File: config.mk
export PLATFORM = sky130hd
export DESIGN_NAME = aes_core_arbiter
export DESIGN_NICKNAME = d
export VERILOG_FILES = /design/src/rtl/aes_core_arbiter.sv
export SDC_FILE = /design/constraint.sdc
export NUM_CORES = 1
export LEC_CHECK = 0
export ABC_AREA = 1
export BUFFER_PORTS_ARGS = -buffer_cell sky130_fd_sc_hd__buf_2
export CORE_AREA = 10 10 607 609
export DETAILED_ROUTE_END_ITERATION = 10
export DIE_AREA = 0 0 617 619
export GPL_TIMING_DRIVEN = 0
export MAX_ROUTING_LAYER = met4
export PLACE_DENSITY = 0.3
export SYNTH_ARGS = -nofsm -noshare
export SYNTH_HDL_FRONTEND = slang
export SYNTH_SLANG_ARGS = --single-unit
File: constraint.sdc
create_clock -name clk -period 2.2 [get_ports clk]
set_input_delay 0.33 -clock clk [delete_from_list [all_inputs] [get_ports clk]]
set_output_delay 0.33 -clock clk [all_outputs]
set_load 0.01 [all_outputs]
File: src/rtl/aes_core_arbiter.sv
// Round-robin sequencer sharing one AES-128 core among N_REQ requesters; one block in flight at a time.
// Optional WAIT watchdog is compiled in with AES_ARB_TIMEOUT_EN.
module aes_core_arbiter #(
  parameter int N_REQ          = 4,
  parameter int DATA_W         = 128,
  parameter int TIMEOUT_CYCLES = 63
) (
  input  logic                      clk,
  input  logic                      rst,
  input  logic [N_REQ-1:0]          req_valid,
  input  logic [N_REQ*DATA_W-1:0]   req_text,
  input  logic [N_REQ*DATA_W-1:0]   req_key,
  output logic [N_REQ-1:0]          req_ready,
  output logic                      core_input_valid,
  output logic [DATA_W-1:0]         core_text,
  output logic [DATA_W-1:0]         core_key,
  input  logic                      core_valid_output,
  input  logic [DATA_W-1:0]         core_cipher,
  output logic [N_REQ-1:0]          rsp_valid,
  output logic [DATA_W-1:0]         rsp_data,
  output logic                      rsp_error,
  input  logic [N_REQ-1:0]          rsp_ready
);

  localparam int IDX_W = (N_REQ > 1) ? $clog2(N_REQ) : 1;

  typedef enum logic [1:0] {
    IDLE,
    ISSUE,
    WAIT,
    RESPOND
  } state_t;

  state_t            state;
  state_t            state_nxt;
  logic [IDX_W-1:0]  grant;
  logic [IDX_W-1:0]  last_grant;
  logic [IDX_W-1:0]  pick;
  logic              pick_vld;
  logic [DATA_W-1:0] result;
  logic              timeout_hit;

  // First valid requester after the previous winner, wrapping.
  always_comb begin
    pick     = '0;
    pick_vld = 1'b0;
    for (int k = 1; k <= N_REQ; k++) begin
      if (!pick_vld && req_valid[(int'(last_grant) + k) % N_REQ]) begin
        pick     = IDX_W'((int'(last_grant) + k) % N_REQ);
        pick_vld = 1'b1;
      end
    end
  end

`ifdef AES_ARB_TIMEOUT_EN
  localparam int CNT_W = $clog2(TIMEOUT_CYCLES + 1);

  logic [CNT_W-1:0] wait_cnt;
  logic             err;

  assign timeout_hit = (state == WAIT) && (wait_cnt == CNT_W'(TIMEOUT_CYCLES)) && !core_valid_output;

  always_ff @(posedge clk or negedge rst) begin
    if (!rst) begin
      wait_cnt <= '0;
    end else if (state == ISSUE) begin
      wait_cnt <= '0;
    end else if (state == WAIT) begin
      wait_cnt <= wait_cnt + CNT_W'(1);
    end
  end

  always_ff @(posedge clk or negedge rst) begin
    if (!rst) begin
      err <= 1'b0;
    end else if (state == WAIT) begin
      if (core_valid_output) begin
        err <= 1'b0;
      end else if (timeout_hit) begin
        err <= 1'b1;
      end
    end
  end

  assign rsp_error = err;
`else
  logic unused_timeout_cfg;

  assign unused_timeout_cfg = (TIMEOUT_CYCLES > 0);
  assign timeout_hit        = 1'b0;
  assign rsp_error          = 1'b0;
`endif

  always_ff @(posedge clk or negedge rst) begin
    if (!rst) begin
      state <= IDLE;
    end else begin
      state <= state_nxt;
    end
  end

  // req_ready is gated by rst so an asserted reset silences it even with requests pending.
  always_comb begin
    state_nxt        = state;
    req_ready        = '0;
    core_input_valid = 1'b0;
    rsp_valid        = '0;
    case (state)
      IDLE: begin
        if (pick_vld) begin
          req_ready[pick] = rst;
          state_nxt       = ISSUE;
        end
      end
      ISSUE: begin
        core_input_valid = 1'b1;
        state_nxt        = WAIT;
      end
      WAIT: begin
        if (core_valid_output || timeout_hit) begin
          state_nxt = RESPOND;
        end
      end
      RESPOND: begin
        rsp_valid[grant] = 1'b1;
        if (rsp_ready[grant]) begin
          state_nxt = IDLE;
        end
      end
      default: begin
        state_nxt = IDLE;
      end
    endcase
  end

  always_ff @(posedge clk or negedge rst) begin
    if (!rst) begin
      core_text  <= '0;
      core_key   <= '0;
      grant      <= '0;
      last_grant <= IDX_W'(N_REQ - 1);
    end else if (state == IDLE && pick_vld) begin
      core_text  <= req_text[int'(pick)*DATA_W +: DATA_W];
      core_key   <= req_key[int'(pick)*DATA_W +: DATA_W];
      grant      <= pick;
      last_grant <= pick;
    end
  end

  // A timeout abort returns an all-zero block rather than stale data.
  always_ff @(posedge clk or negedge rst) begin
    if (!rst) begin
      result <= '0;
    end else if (state == WAIT) begin
      if (core_valid_output) begin
        result <= core_cipher;
      end else if (timeout_hit) begin
        result <= '0;
      end
    end
  end

  assign rsp_data = result;

endmodule

==> key figures <==
Outcome
  – Status: finished, violations left
  – Failing checks: negative hold slack, negative setup slack

Synth
  – Post-Synth XOR/XNOR Area: 0%
  – Primary FF master, synth: dfrtp_1
  – Combinational family with the most area after synthesis: simple AND/OR/NAND/NOR gates
  – Post-synthesis sequential area ratio: 38.23%
  – Syn. warnings: 0
  – Syn_area_per_cell: 6.404 sq um
  – Yosys top cell area share: 38.11%
  – Post-synth EDFFs: 0
  – Synth Area in Simple Gates: 48.94%
  – Synth Area in Adders: 0.1960%
  – Post-Syn Instances: 3987
  – Cell Area, Synth: 25530 sq um
  – Synthesized Nets: 5154
  – Yosys reg bits: 390
  – Most common cell in the synthesized netlist: nand2_1
  – Multiplexer share of the synthesized area: 5.645%
  – Synth Area in Compound Gates: 0.2254%
  – Top cells by count, synth: 2592 x nand2_1, 521 x nand3_1, 388 x dfrtp_1, 178 x buf_2, 128 x mux2_2
  – Area leader, netlist: nand2_1
  – Synth cell types: 28
  – Synth top area cells: nand2_1 38%, dfrtp_1 38%, nand3_1 10%, mux2_2 5.6%, buf_2 3.5%
  – Async SR Flop Fraction: 100.0%

CTS
  – CTS max path bufs: 4
  – Root Driver: clkbuf_16
  – H-Tree Depth: 3
  – CTS tree: built
  – Clock Sink Count: 390
  – Total CTS buffers: 72
  – Clock Latency Late Sink: 810 ps
  – Reg clk slew, reported paths: 50 ps

Power and ir drop
  – Pwr dens: 2182 nW/um^2
  – Combinational power share: 78.6%
  – Worst vdd ir: 0.001339 V
  – Switch share: 59.66%
  – Power Internal: 45.95 mW
  – Flop pwr share: 11.3%
  – Leak Pwr: 27.07 nW
  – Net Sw Power: 67.97 mW
  – Total power: 113.9 mW
  – Clock Power Share: 10.0%

Critical path
  – Crit path launch: last_grant[0]
  – RR Startpoint: last_grant[0]
  – Critical Path Start Type: flip-flop
  – Arr. time, crit path: 2990 ps
  – Crit path to: req_ready[3]
  – Cells on worst reg2reg path: 23
  – FF-to-FF setup slack: -930 ps
  – Setup CP Type: flip-flop to primary output
  – Worst Setup End Kind: primary output
  – Req. time, crit path: 1870 ps
  – RR Endpoint: core_key[76]
  – Worst Path Max Fanout: 5

Job
  – Max-cap violations: 0

Placed design
  – GP Congestion: 0.9714
  – Place WS: -2305 ps
  – PortBufs: 1555
  – Placed Area: 39480 sq um
  – DP Cell Count: 10300
  – Hpwl dp: 312800 um

Drt
  – ANT nets after route: 0
  – Routed WL: 358900 um
  – Post-route DRC: 0
  – Routed vias: 38520
  – First-iteration detailed-routing DRC count: 2614
  – DR WL/cell: 31.65 um
  – DR pass1 iterations: 6
  – Via density: 3.396

Die
  – Initial core utilization: 7.184%
  – # rows: 219
  – Die height: 619 um
  – I/O pin total: 1557
  – Die footprint: 381900 sq um
  – Core ar.: 355400 sq um
  – Die span in x: 617 um

Layout
  – Area of the multi-input gates: 15610 sq um
  – Layout fillers: 41330
  – Non-filler cells, final: 11340
  – Nets: 7541
  – Post-route cell area: 52210 sq um
  – Register area: 9762 sq um
  – Final Core Density: 14.69%
  – Layout cells sized above 1: 37.87%
  – Area Overhead vs Synth: 104.5%

Global route
  – Tot GR Track Use: 18.37%
  – Overflow after GRT: 0
  – Vias in the first global route: 39660
  – Largest net degree at the start of global routing: 97
  – Initial antenna violation count: 267
  – First-pass GRT wire length: 445700 um

STA
  – Worst Tran Pin Value: 917.2 ps
  – FMAX: 300.9 MHz
  – Crit path time final: 3323 ps
  – Max Slew Vio Count: 0
  – Setup_tns: -193830 ps
  – Final hold violation count: 104
  – RSZ-0062 raised after global routing: yes
  – # setup viols final: 290
  – Final setup margin: -1123 ps
  – Slew margin rel.: 38.85%
  – Clk_skew: 63.86 ps
  – Hold WS: -524.5 ps
  – Final cycle utilization of the critical path: 151.1%

Worst hold path
  – Tightest Hold Check Type: primary input to asynchronous set/reset pin
==> state kept, by name (all words and copies together), names as in the netlist <==
signal and count:
state 2, rsp_data 128, last_grant 2, grant 2
core_text 128, core_key 128
==> placed cells by master, fill, tap and decap left out, types with 10 or more instances in the layout <==
master,n
nand2_1,2339
buf_2,1664
dlygate4sd3_1,670
nand3_1,507
dfrtp_1,388
diode_2,175
nand2_2,162
mux2_2,128
buf_4,86
clkbuf_16,73
nand2_4,70
clkbuf_1,50
buf_6,46
buf_12,39
nand2_8,29
buf_8,23
clkbuf_2,20
buf_16,18
clkbuf_8,12
inv_1,10
nand3_2,10
==> area by class of cell <==
type | count | share of cell area (%)
Clock buffer | 98 | 3.848
Timing Repair Buffer | 2318 | 30.09
Sequential cell | 390 | 18.70
Buffer | 294 | 4.697
Clock inverter | 18 | 0.3714
Inverter | 17 | 0.1749
Tap cell | 4751 | 11.38
Antenna cell | 175 | 0.8387
Multi-Input combinational cell | 3281 | 29.90
==> worst min path at each step <==
stage | slack [ps] | startpoint | endpoint | depth (start not counted)
floorplan | 30 | rst | core_key[0] | 0
global placement | 460 | core_key[25] | core_key[25] | 2
detailed placement | 360 | rst | grant[0] | 1
CTS | -500 | rst | grant[0] | 1
global route | -510 | rst | grant[0] | 1
finish | -520 | rst | grant[0] | 1
==> worst max-delay path, stage by stage (launching register included) <==
cell and delay [ps]:
dfstp_2 540, buf_6 140, nand2_1 120, nand3_1 110
nand2_1 110, nand2_4 110, nand2_2 60, nand2_2 70
nand3_4 100, buf_12 170, buf_16 160, buf_16 150
nor3_4 190, buf_6 130
==> repair_timing <==
item,4_1_cts,5_1_grt
resized for setup,490,228
hold buffers,669,1
setup endpoints to repair,398,298
pin swaps,51,21
cloned,5,0
endpoints found under the hold margin,421,75
setup buffers,72,11
==> per-layer routing <==
metal | up-vias | global-route usage (%) | wire, um
met5 | - | - | 0
met4 | 0 | 4.040 | 10580
met3 | 461 | 5.057 | 24140
met2 | 1799 | 30.21 | 168500
met1 | 18770 | 22.44 | 155700
li1 | 17480 | - | -
==> power groups by stage <==
stage / clock network, mW / logic [mW] / registers (mW)
finish: 11.4 / 89.6 / 12.9
global route: 12.2 / 97.4 / 13.3
CTS: 12.0 / 89.0 / 12.9
detailed placement: 0 / 76.1 / 12.9
global placement: 0 / 75.0 / 12.9
floorplan: 0 / 34.9 / 13.8
==> cells by family (layout without fill, tap and decap cells) <==
family	count (synthesis)	in the layout
flip-flops	390	390
other	1	176
buffers and inverters	316	2745
multiplexers	128	128
AO/OA/AOI/OAI	11	11
AND/OR/NAND/NOR	3137	3137
adder cells (fa/ha/maj)	4	4
Power figures use the tool's default switching activity.
